==> src/rtl/accumulator_sequencer_pkg.sv <==
// Shared opcode and state definitions for the accumulator control sequencer.
package accumulator_sequencer_pkg;

    localparam int OP_W = 3;

    localparam logic [OP_W-1:0] OP_NOP   = 3'b000;
    localparam logic [OP_W-1:0] OP_RESET = 3'b001;
    localparam logic [OP_W-1:0] OP_SHR   = 3'b010;
    localparam logic [OP_W-1:0] OP_ADD   = 3'b011;
    localparam logic [OP_W-1:0] OP_INC   = 3'b100;
    localparam logic [OP_W-1:0] OP_SWAP  = 3'b101;
    localparam logic [OP_W-1:0] OP_CMPL  = 3'b110;
    localparam logic [OP_W-1:0] OP_MUL   = 3'b111;

    typedef enum logic [2:0] {
        S_IDLE    = 3'd0,
        S_EXEC    = 3'd1,
        S_MULT    = 3'd2,
        S_MULT_LD = 3'd3,
        S_DONE    = 3'd4
    } state_t;

endpackage

==> src/rtl/mult_wait_counter.sv <==
// Down-counter timing the fixed multiply wait; loaded on MUL accept, never wraps.
module mult_wait_counter #(
    parameter int MULT_CYCLES = 8
) (
    input  logic clk,
    input  logic reset,
    input  logic load,
    input  logic dec,
    output logic zero
);

    localparam int CW = $clog2(MULT_CYCLES + 1);
    localparam logic [CW-1:0] LOAD_VAL = CW'(MULT_CYCLES - 1);

    logic [CW-1:0] count;

    always_ff @(posedge clk or posedge reset) begin
        if (reset) begin
            count <= '0;
        end else if (load) begin
            count <= LOAD_VAL;
        end else if (dec && (count != '0)) begin
            count <= count - CW'(1);
        end
    end

    assign zero = (count == '0);

endmodule

==> src/rtl/accumulator_sequencer.sv <==
// Sequences one-hot accumulator controls from a start/opcode pair; outputs are
// decoded from registered state only, so start/opcode never reach an output directly.
module accumulator_sequencer
    import accumulator_sequencer_pkg::*;
#(
    parameter int MULT_CYCLES = 8
) (
    input  logic            clk,
    input  logic            reset,
    input  logic            start,
    input  logic [OP_W-1:0] opcode,
    output logic            Reset_AC,
    output logic            ShiftRight_AC,
    output logic            Add_Input_AC,
    output logic            Increment_AC,
    output logic            Swaprightleft_AC,
    output logic            Complement_AC,
    output logic            Multiply_AC,
    output logic            alu_on_bus,
    output logic            ld_AC,
    output logic            busy,
    output logic            done
);

    state_t          state;
    state_t          state_nxt;
    logic [OP_W-1:0] op_q;
    logic            accept;
    logic            cnt_load;
    logic            cnt_zero;

    assign accept   = (state == S_IDLE) && start;
    assign cnt_load = accept && (opcode == OP_MUL);

    mult_wait_counter #(
        .MULT_CYCLES(MULT_CYCLES)
    ) u_wait (
        .clk   (clk),
        .reset (reset),
        .load  (cnt_load),
        .dec   (state == S_MULT),
        .zero  (cnt_zero)
    );

    always_ff @(posedge clk or posedge reset) begin
        if (reset) begin
            state <= S_IDLE;
            op_q  <= OP_NOP;
        end else begin
            state <= state_nxt;
            if (accept) begin
                op_q <= opcode;
            end
        end
    end

    always_comb begin
        state_nxt = state;
        case (state)
            S_IDLE:    if (start) state_nxt = (opcode == OP_MUL) ? S_MULT : S_EXEC;
            S_EXEC:    state_nxt = S_DONE;
            S_MULT:    if (cnt_zero) state_nxt = S_MULT_LD;
            S_MULT_LD: state_nxt = S_DONE;
            S_DONE:    state_nxt = S_IDLE;
            default:   state_nxt = S_IDLE;
        endcase
    end

    always_comb begin
        Reset_AC         = 1'b0;
        ShiftRight_AC    = 1'b0;
        Add_Input_AC     = 1'b0;
        Increment_AC     = 1'b0;
        Swaprightleft_AC = 1'b0;
        Complement_AC    = 1'b0;
        Multiply_AC      = 1'b0;
        alu_on_bus       = 1'b0;
        ld_AC            = 1'b0;
        busy             = (state != S_IDLE);
        done             = (state == S_DONE);
        case (state)
            S_EXEC: begin
                // NOP leaves the bus and load idle; every other EXEC opcode loads the ALU result.
                alu_on_bus = (op_q != OP_NOP);
                ld_AC      = (op_q != OP_NOP);
                case (op_q)
                    OP_RESET: Reset_AC         = 1'b1;
                    OP_SHR:   ShiftRight_AC    = 1'b1;
                    OP_ADD:   Add_Input_AC     = 1'b1;
                    OP_INC:   Increment_AC     = 1'b1;
                    OP_SWAP:  Swaprightleft_AC = 1'b1;
                    OP_CMPL:  Complement_AC    = 1'b1;
                    default: begin
                        alu_on_bus = 1'b0;
                        ld_AC      = 1'b0;
                    end
                endcase
            end
            S_MULT:    Multiply_AC = 1'b1;
            S_MULT_LD: begin
                Multiply_AC = 1'b1;
                ld_AC       = 1'b1;
            end
            default: ;
        endcase
    end

endmodule

==> config.mk <==
export PLATFORM = sky130hd
export DESIGN_NAME = accumulator_sequencer
export DESIGN_NICKNAME = d
export VERILOG_FILES = /design/src/rtl/accumulator_sequencer_pkg.sv /design/src/rtl/mult_wait_counter.sv /design/src/rtl/accumulator_sequencer.sv
export SDC_FILE = /design/constraint.sdc
export NUM_CORES = 1
export LEC_CHECK = 0
export BUFFER_PORTS_ARGS = -buffer_cell sky130_fd_sc_hd__clkbuf_2
export CORE_UTILIZATION = 45
export CTS_CLUSTER_SIZE = 8
export DETAILED_ROUTE_END_ITERATION = 12
export PLACE_DENSITY = 0.7
export SYNTH_ARGS = -nofsm -noshare
export SYNTH_HDL_FRONTEND = slang
export SYNTH_SLANG_ARGS = --single-unit
==> constraint.sdc <==
create_clock -name clk -period 4.85 [get_ports clk]
set_input_delay 0 -clock clk [delete_from_list [all_inputs] [get_ports clk]]
set_output_delay 0 -clock clk [all_outputs]
set_load 0.01 [all_outputs]
Word-level counts from Yosys, hierarchy flattened
Cells that the tools add are included.
{"block": "totals", "out_inout_bits": 11, "word_cells": 52, "register_bits": 10}
{"block": "op_classes", "n_reduce_logical": 13, "n_mux": 22, "n_eq_ne": 13, "addsub": 1}
{"op": "3-bit == test (second input constant)", "n": 5}
{"op": "1-bit 2-to-1 mux", "n": 15}
{"op": "3-bit by 2-bit == test with 1-bit output (second input constant)", "n": 4}
{"op": "3-bit one-hot mux with 3 select lines", "n": 1}
{"op": "4-bit 2-to-1 mux", "n": 2}
{"op": "3-bit by 1-bit == test with 1-bit output (second input constant)", "n": 2}
{"op": "3-bit 2-to-1 mux", "n": 2}
{"op": "3-bit nonzero test", "n": 2}
{"op": "6-bit OR reduction", "n": 1}
{"op": "4-bit logical NOT", "n": 1}
{"op": "2-bit != test (second input constant)", "n": 2}
{"op": "4-bit nonzero test", "n": 1}
{"op": "2-bit OR reduction", "n": 2}
{"op": "4-bit by 1-bit subtractor with 4-bit output (second input constant)", "n": 1}
{"op": "1-bit logical AND", "n": 3}
{"op": "3-bit logical NOT", "n": 1}
{"op": "2-bit 2-to-1 mux", "n": 1}
{"op": "1-bit one-hot mux with 2 select lines", "n": 1}
{"op": "2-bit AND reduction", "n": 1}
{"op": "2-bit nonzero test", "n": 1}

Logic depth before layout (Yosys ltp)
Gate-level depths: netlist of the first run.
{"block": "depth", "ltp_word": 4, "ltp_mapped": 5, "depth_no_buf": 5}

Hierarchy
From an unflattened synthesis of the first run, not the netlist that was laid out.
{"block": "unflattened", "cells_unflattened": 66, "area_unflattened_um2": 633.1}
{"mod": "accumulator_sequencer", "seq_area_each_um2": 150.1, "cells_per_inst": 42, "n_inst": 1, "area_per_inst_um2": 399.1}
{"mod": "mult_wait_counter", "seq_area_each_um2": 100.1, "cells_per_inst": 24, "n_inst": 1, "area_per_inst_um2": 234.0}

Worst setup path after synthesis of the first run
Ideal clock, no wire load.
{"block": "synth_path", "path_type": "reg2reg", "from": "reg state[2]", "to": "reg u_wait.count[3]", "synth_period_minus_slack_ns": 1.538, "t_arrival_ns": 1.460, "stages_incl_launch_ff": 5, "setup_slack_ns": 3.312, "required_ns": 4.772, "path_cell_list": "dfrtp_1 -> clkbuf_2 -> or3b_4 -> or4_1 -> a21boi_1"}
{"block": "synth_between", "elab_chain_len": 4, "elab_cells_between_ends": 7, "classes_between": "eq/ne: 1; mux: 1; reduce/logical: 5"}
{"element": "start: declaration", "line_no": "accumulator_sequencer.sv:25", "text": "state_t state;"}
{"element": "start signal: assignment", "line_no": "accumulator_sequencer.sv:50", "text": "state <= state_nxt;"}
{"element": "3-bit logical NOT", "line_no": "accumulator_sequencer.sv:32", "text": "assign accept = (state == S_IDLE) && start;"}
{"element": "1-bit logical AND", "line_no": "accumulator_sequencer.sv:32"}
{"element": "1-bit logical AND", "line_no": "accumulator_sequencer.sv:33", "text": "assign cnt_load = accept && (opcode == OP_MUL);"}
{"element": "4-bit 2-to-1 mux or 2-bit nonzero test (tied branches)"}
{"element": "end signal: assignment", "line_no": "mult_wait_counter.sv:23", "text": "count <= count - CW'(1);"}
{"element": "end: declaration", "line_no": "mult_wait_counter.sv:15", "text": "logic [CW-1:0] count;"}
Parallel ways exist; a longest one is shown, timed or not.
A chain may end at the register's enable or synchronous reset.

Final worst setup path of the first run
{"block": "layout_path", "from": "reg state[0]", "to": "out Complement_AC"}
{"block": "layout_between", "elab_chain_len": 2}
{"element": "3-bit by 1-bit == test with 1-bit output", "line_no": "accumulator_sequencer.sv:81", "text": "case (state)"}
{"element": "1-bit 2-to-1 mux", "line_no": "accumulator_sequencer.sv:81"}
{"element": "end: declaration", "line_no": "accumulator_sequencer.sv:17", "text": "output logic Complement_AC,"}
No other way between the ends.

==> results of run 1 <==
repair_timing:
| action | CTS | global route |
|---|---|---|
| gates resized for setup | 0 | 0 |
| endpoints found under the setup margin | 0 | 0 |
| hold buffers | 4 | 0 |
| hold endpoints to repair | 13 | 0 |
state kept, by name, indices dropped and copies added (netlist names):
signal	flops
op_q	3
state	3
u_wait.count	4
power by group through the flow:
stage	sequential [mW]	combinational [mW]	clock, mW
finish	0.178	0.168	0.0765
global route	0.185	0.189	0.0789
CTS	0.177	0.169	0.0775
detailed placement	0.179	0.165	0
global placement	0.177	0.160	0
floorplan	0.156	0.134	0
kinds of logic (layout without fill, tap and decap cells):
| logic type | count (synthesis) | after routing | synth area share (%) |
|---|---|---|---|
| mux | 3 | 3 | 5.78 |
| buf+inv | 5 | 27 | 3.42 |
| compound gates | 9 | 9 | 9.85 |
| fa+ha+maj | 1 | 1 | 2.14 |
| simple gates | 32 | 32 | 36.0 |
| flops | 10 | 10 | 42.8 |
worst paths after layout:
path / to / from / slack [ns] / cells after the start
worst max register to register: u_wait.count[3] / state[1] / 3.10 / 3
worst min register to register: state[1] / state[0] / 0.60 / 1
min in group asynchronous: op_q[0] / reset / 0.22 / 3
worst max-delay path: Complement_AC / state[0] / 3.07 / 4
max in group asynchronous: u_wait.count[3] / reset / 4.37 / 3
worst min-delay path: state[0] / start / 0.05 / 3
Yosys cell counts (all sizes together):
cell type  count  area share [%]
a31oi          1             1.1
o21ai          3             2.6
nor3           4             3.4
nand2          1            0.64
nor3b          3             3.9
o211ai         1             1.3
ha             1             2.1
a41oi          1             1.5
and3           2             2.1
nor2b          1             1.1
or3            4             4.9
nand2b         2             2.1
clkbuf         2             1.5
nand3b         1             1.3
or3b           1             1.9
inv            3             1.9
a21boi         1             1.3
nor4           2             2.1
o21a           1             1.3
and2b          1             1.5
dfrtp         10              43
mux2           3             5.8
nor4b          4             6.0
nor2           3             1.9
or4            1             1.3
a21oi          1            0.86
nand3          2             1.7
routing by layer:
| layer | GRT usage (%) | vias up |
|---|---|---|
| li1 | - | 274 |
| met1 | 29.8 | 251 |
| met2 | 29.2 | 13 |
| met3 | 3.49 | 5 |
| met4 | 13.4 | 0 |
| met5 | 0 | - |
final cells by class:
| class | count | area, um2 |
|---|---|---|
| clock buffers | 4 | 36.3 |
| fillers | 93 | 407 |
| inverters | 3 | 11.3 |
| multi-input cells | 45 | 314 |
| flip-flops and latches | 10 | 250 |
| well taps | 14 | 17.5 |
| repair buffers | 20 | 120 |
critical path, delay by kind of cell (launching register included):
kind                   cells  cell delay, ns
AND/OR/NAND/NOR            3            0.85
flip-flops                 1            0.47
buffers and inverters      1            0.19
placed cells by master (no fill, tap or decap), types with 2 or more instances in the layout:
cell type,n
nor3b_1,3
nand2b_1,2
clkbuf_4,3
and3_1,2
nor3_1,4
mux2_2,3
dfrtp_1,10
nand3_1,2
clkbuf_2,16
nor2_1,3
o21ai_0,3
nor4b_1,4
inv_1,3
dlygate4sd3_1,4
nor4_1,2
or3_2,3
through the flow:
step           area (um2)  std cells
2_1_floorplan         584         60
3_3_place_gp          673         88
3_5_place_dp          673         88
4_1_cts               749         96
5_1_grt               749         96
6_report              749         96
==> results.md, run 1 <==
- Outcome: finished, final reports clean
- Clock transition at path regs: 0.07 ns
- Die Span X: 38.0 um
- CTS sink cnt: 10
- Worst setup SP type: flop
- Largest net degree at the start of global routing: 15
- Static leakage: 0.345 nW
- Pre-antenna DRT Iters: 3
- H-tree Lvls: 1
- Core Area: 1160 um2
- Setup bufs post-CTS: 0
- Critical path class: flop to primary output
- Finish-stage setup viols: 0
- Number of global-route vias before repair: 519
- FP Rows: 12
- Seq/Total Area, Yosys: 42.8%
- Max cap viols: 0
- WP data required: 4.85 ns
- Pwr dens: 565 nW/um2
- Post-layout util: 64.8%
- P_sw: 169 uW
- Pwr Total: 423 uW
- Initial antenna violation count: 0
- First-pass GRT wire length: 2.08 mm
- Post-route ant nets: 0
- Min-Delay Path Class: primary input to flop
- Mapped Nets: 67
- DP Worst Slack: 3.07 ns
- Post-Route WL: 1.20 mm
- CP peak stage delay: 0.47 ns
- Synth Register Bits: 10
- Synthesized instance count: 60
- Slowest cell on the critical path: dfrtp_1
- Clock latency at the later pin of the worst-skew pair: 0.27 ns
- Final slew viol count: 0
- Total congestion overflow: 0
- Worst slew pin tran: 0.737 ns
- Average size of a mapped cell: 9.74 um2
- RePlAce Congestion: 0.783
- CTS max path bufs: 2
- Sw frac: 39.8%
- Max FO, Critical Path: 8
- Final Cycle Share: 36.8%
- RSZ-0062 raised after global routing: false
- Post-layout net count: 90
- Worst Setup End Kind: primary output
- Metal-1 WL: 619 um
- Final HPWL DP: 857 um
- CTS tree: yes
- Share of post-route cells with drive strength above 1: 34.1%
- Num ports: 17
- Post-route setup slack: 3.07 ns
- Fmax: 561 MHz
- Clock Power Share: 18.1%
- Wire per inst: 12.4 um
- Seq pwr share: 42.1%
- Max layer used: met4
- Die height: 38.0 um
- Layout area overhead: 28.3%
- Metal2 WL: 512 um
- Total negative slack: 0 ns
- Initial Util: 50.5%
- Int Pwr: 255 uW
- Max_slew headroom: 50.2%
- Synthesized area: 584 um2
- Worst hold slack: 0.0458 ns
- Routed wl met3: 33 um
- Final-report hold violation count: 0
- CP Cell Sequence: nor2b_1, nand2_1, nor4b_1, clkbuf_2
- Min Clock Period, post-route: 1.78 ns
- DRC errors left: 0
- Die area: 1450 um2
- Synth cell types: 29
- Initial DRC count: 5
- Maximum VDD drop: 0.343 mV
- Clk root buf: clkbuf_4
- ANT cells: 0
- Yosys warning total: 0
- All-Layer GR Usage: 21.0%
- Data arrival, critical path: 1.78 ns
- IO buf count: 16
- Via-to-Cell Ratio: 5.66
- Logic pwr share: 39.8%
- Worst clock skew: 0.00165 ns
- Number of clock buffers inserted by TritonCTS: 3
- Via count: 543
(Power assumes the default switching activity.)
==> run 2: changes to the inputs <==
CORE_UTILIZATION = 43   (was 45)
clock period = 1.53 ns   (was 4.85 ns; I/O delays follow)
==> run 2 against run 1 <==
The flow now finishes with violations (setup timing). Power rose to 3.5 times the previous value. Wire length increased by 16%. First-iteration DRC count increased by 100%. Sequential share of layout area fell by 2.9 points. Hold slack worse by 0.045 ns. Critical path depth is the same. Critical endpoint is now u_wait.count[0]. Highest routed layer unchanged.
==> results.md, run 2 (synthesis gave the netlist of run 1 again) <==
- Worst slew pin tran: 0.384 ns
- Sw frac: 41.0%
- Min Clock Period, post-route: 1.54 ns
- Critical path class: flop to flop
- Cell area after layout: 820 um2
- Crit-path leading delay family: simple AND/OR/NAND/NOR gates
- Max cap viols: 0
- First-pass GRT wire length: 2.16 mm
- Post-Route WL: 1.38 mm
- Final HPWL DP: 1.01 mm
- WP data required: 1.73 ns
- All-Layer GR Usage: 21.3%
- Max FO, Critical Path: 5
- DP Worst Slack: 0.00846 ns
- Number of global-route vias before repair: 520
- Crit path launch: state[1]
- Initial Util: 49.3%
- Max_slew headroom: 74.4%
- Data arrival, critical path: 1.74 ns
- Clk root buf: clkbuf_4
- Num ports: 17
- CTS sink cnt: 10
- Finish-stage setup viols: 2
- Int Pwr: 881 uW
- Pwr dens: 1820 nW/um2
- Final-report hold violation count: 0
- Largest registers: u_wait.count x4, op_q x3, state x3
- Initial antenna violation count: 0
- Total congestion overflow: 0
- Die Span X: 38.9 um
- Min-Delay Path Class: primary input to flop
- CTS max path bufs: 2
- Post-route setup slack: -0.00829 ns
- Final slew viol count: 0
- Post-route ant nets: 0
- Number of fill cells in the layout: 94
- Final Cycle Share: 101%
- Die height: 38.9 um
- Via count: 582
- Layout area overhead: 40.3%
- Commonest non-fill, non-tap cell in the layout: clkbuf_2
- Critical path depth: 4
- H-tree Lvls: 1
- Cells on worst reg2reg path: 4
- Buf+Inv Stages, Crit Path: 1
- R2R Setup Slk: -0.008 ns
- Worst reg2reg path startpoint: state[1]
- Most frequent cells in the layout: clkbuf_2 (14), dfrtp_1 (10), buf_4 (6)
- Worst clock skew: 0.000267 ns
- IO buf count: 16
- CTS tree: yes
- Core Area: 1190 um2
- Number of clock buffers inserted by TritonCTS: 3
- Maximum VDD drop: 0.855 mV
- RePlAce Congestion: 0.882
- Clock latency at the later pin of the worst-skew pair: 0.26 ns
- Clock Power Share: 12.0%
- FP Rows: 12
- Fmax: 650 MHz
- Seq pwr share: 36.3%
- Pre-antenna DRT Iters: 4
- Largest net degree at the start of global routing: 11
- Post-layout net count: 94
- ANT cells: 0
- Worst setup SP type: flop
- Number of flip-flops in the largest register: 4
- RSZ-0062 raised after global routing: true
- Via-to-Cell Ratio: 5.88
- P_sw: 612 uW
- Worst Setup End Kind: flop
- Initial DRC count: 10
- Logic pwr share: 51.7%
- Static leakage: 0.379 nW
- DRC errors left: 0
- Share of post-route cells with drive strength above 1: 52.9%
- Failing checks: setup timing
- Die area: 1510 um2
- Critical Path End: u_wait.count[0]
- RR Endpoint: u_wait.count[0]
- Largest Register: u_wait.count
- Clock transition at path regs: 0.06 ns
- CP Cell Sequence: or3b_4, buf_4, or3_2, nand3_2
- Outcome: finished, violations left
- Total negative slack: -0.0137 ns
- Wire per inst: 14.0 um
- Slowest cell on the critical path: or3b_4
- Placed cell area: 711 um2
- CP peak stage delay: 0.42 ns
run 2: area by class of cell:
class                   count  area (um2)  share of cell area, %
multi-input cells          45         372                   45.3
flip-flops and latches     10         250                   30.5
repair buffers             24         146                   17.9
clock buffers               3        22.5                   2.75
well taps                  14        17.5                   2.14
inverters                   3        11.3                   1.37
run 2: how the worst min path moves through the flow:
stage              start         endpoint  cells after the start
2_1_floorplan      reset          op_q[0]                      1
3_3_place_gp       reset  u_wait.count[1]                      2
3_5_place_dp       reset  u_wait.count[0]                      2
4_1_cts        opcode[1]          op_q[1]                      2
5_1_grt        opcode[2]          op_q[2]                      2
6_report       opcode[2]          op_q[2]                      2
run 2: what timing repair did:
item	in CTS	in global routing
buffers inserted	1	1
hold endpoints to repair	10	0
resized for setup	3	12
pin swaps	0	2
setup endpoints to repair	4	9
hold buffers	1	0
run 2: metal layers:
layer	part of all wire, %	vias up	track usage [%]
li1	-	279	-
met5	0	-	0
met4	1.1	0	10.3
met2	48	18	34.2
met1	47	282	27.4
met3	4.0	3	3.47
run 2: power groups by stage:
| stage | Combinational (mW) | Sequential (mW) | Clock [mW] |
|---|---|---|---|
| floorplan | 0.438 | 0.495 | 0 |
| global placement | 0.638 | 0.515 | 0 |
| detailed placement | 0.665 | 0.524 | 0 |
| CTS | 0.716 | 0.517 | 0.178 |
| global route | 0.840 | 0.561 | 0.196 |
| finish | 0.772 | 0.542 | 0.179 |
run 2: stage by stage:
step | utilization [%] | instances | hold slack [ns] | total power [mW]
after global routing | 69.1 | 99 | 0.0134 | 1.60
after floorplan | - | 60 | -0.160 | 0.932
after CTS | 64.6 | 98 | 0.00553 | 1.41
after global placement | 59.9 | 93 | -0.0240 | 1.15
after detailed placement | 59.9 | 93 | -0.0190 | 1.19
final | 69.1 | 99 | 0.000893 | 1.49
==> run 3: changes to the inputs <==
BUFFER_PORTS_ARGS = not set   (was -buffer_cell sky130_fd_sc_hd__clkbuf_2)
CORE_UTILIZATION = 45   (was 43)
DONT_BUFFER_PORTS = 1   (was not set)
PLACE_DENSITY = 0.61   (was 0.7)
==> run 3 against run 2 <==
The flow still finishes with violations (setup timing). Combinational power increased by 3.6%. Core utilization increased by 3.4 points. Design area increased by 2.3%. Global-route usage increased by 6.6 points. Sequential power increased by 3.9%. Clock-buffer cell count increased by 1. Register-to-register slack got worse by 0.04 ns. Clock power increased by 29%. Wire length increased by 26%. Critical endpoint is now u_wait.count[3].
==> results.md, run 3 (synthesis gave the netlist of run 1 again) <==
- Outcome: finished, violations left
- Failing checks: setup timing
- Post-Route WL: 1.75 mm
- ANT cells: 0
- Static leakage: 0.363 nW
- Most frequent cells in the layout: buf_4 (11), dfrtp_1 (10), dlygate4sd3_1 (5)
- Commonest non-fill, non-tap cell in the layout: buf_4
- Final-report hold violation count: 0
- Pre-antenna DRT Iters: 4
- Worst slew pin tran: 0.397 ns
- Post-route setup slack: -0.0532 ns
- Placed cell area: 668 um2
- Min-Delay Path Class: primary input to flop
- Cell area after layout: 838 um2
- RePlAce Congestion: 0.809
- Post-layout net count: 88
- Final Cycle Share: 103%
- Worst clock skew: 0.00608 ns
- Largest registers: u_wait.count x4, op_q x3, state x3
- First-pass GRT wire length: 2.64 mm
- Cells on worst reg2reg path: 3
- DRC errors left: 0
- DP Worst Slack: 0.00812 ns
- Largest Register: u_wait.count
- FP Rows: 12
- Clock transition at path regs: 0.07 ns
- Worst hold slack: 0.0356 ns
- Total congestion overflow: 0
- Max FO, Critical Path: 6
- Layout area overhead: 43.5%
- RSZ-0062 raised after global routing: true
- Data arrival, critical path: 1.77 ns
- Via-to-Cell Ratio: 6.39
- Post-route ant nets: 0
- Die height: 38.0 um
- Worst setup SP type: flop
- Initial antenna violation count: 0
- CTS sink cnt: 10
- Number of flip-flops in the largest register: 4
- Min Clock Period, post-route: 1.58 ns
- IO buf count: 0
- Clk root buf: clkbuf_4
- Max cap viols: 0
- Max_slew headroom: 73.5%
- Largest net degree at the start of global routing: 11
- Die area: 1450 um2
- WP data required: 1.71 ns
- Final slew viol count: 0
- R2R Setup Slk: -0.05 ns
- All-Layer GR Usage: 27.9%
- Core Area: 1160 um2
- Clock latency at the later pin of the worst-skew pair: 0.26 ns
- CTS tree: yes
- Worst Setup End Kind: flop
- RR Endpoint: u_wait.count[3]
- Share of post-route cells with drive strength above 1: 42.5%
- Fmax: 632 MHz
- CTS max path bufs: 2
- Num ports: 17
- Initial Util: 50.5%
- Initial DRC count: 26
- Die Span X: 38.0 um
- Critical Path End: u_wait.count[3]
- H-tree Lvls: 1
- Number of clock buffers inserted by TritonCTS: 3
- Maximum VDD drop: 1.20 mV
- Number of global-route vias before repair: 540
- Pwr dens: 1900 nW/um2
- Via count: 601
- Crit path launch: state[0]
- Worst reg2reg path startpoint: state[0]
- Finish-stage setup viols: 1
- Final HPWL DP: 1.17 mm
- Critical path class: flop to flop
- Wire per inst: 18.6 um
==> run 3: metrics by stage <==
stage	utilization [%]	cells	power [mW]	TNS, ns
after global routing	72.5	94	1.69	-0.123
final	72.5	94	1.59	-0.0532
after detailed placement	57.8	82	1.18	0
after floorplan	-	60	0.932	0
after global placement	57.8	82	1.10	0
after CTS	69.3	93	1.50	0
==> run 3: power breakdown <==
group          internal, mW  leakage [nW]  total [mW]  switching (mW)
clock network         0.144        0.0210       0.231          0.0868
logic                 0.410         0.223       0.800           0.389
registers             0.386         0.119       0.563           0.177
total                 0.941         0.363        1.59           0.653
==> run 3: routing by layer <==
layer	track usage (%)	wire length, um	up-vias
li1	-	-	269
met1	31.1	641	297
met2	49.2	952	29
met3	9.30	103	6
met4	8.93	46	0
met5	0	0	-
==> run 3: how the worst min path moves through the flow <==
stage               startpoint        to  slack, ns  depth (start not counted)
floorplan                reset   op_q[0]      -0.16                          1
global placement         reset   op_q[0]      -0.12                          1
detailed placement       reset   op_q[1]      -0.11                          1
CTS                  opcode[1]  state[1]      0.007                          2
global route         opcode[1]  state[1]       0.04                          2
finish               opcode[1]  state[1]       0.04                          2
==> run 3: timing repair <==
item / in CTS / in global routing
setup endpoints to repair: 6 / 10
hold endpoints to repair: 15 / 0
hold buffers: 5 / 0
setup buffers: 2 / 1
pin swaps: 2 / 2
gates resized for setup: 6 / 7
==> run 3: worst max-delay path: stages, from the launching register on <==
cell and delay (ns):
dfrtp_1 0.40, or3b_4 0.43, or4_4 0.50, a21boi_1 0.18
==> run 3: final cells by class <==
| type | count | area, um2 |
|---|---|---|
| clock buffers | 4 | 36.3 |
| fillers | 81 | 318 |
| inverters | 3 | 11.3 |
| multi-input cells | 45 | 368 |
| flip-flops and latches | 10 | 250 |
| well taps | 14 | 17.5 |
| repair buffers | 18 | 155 |
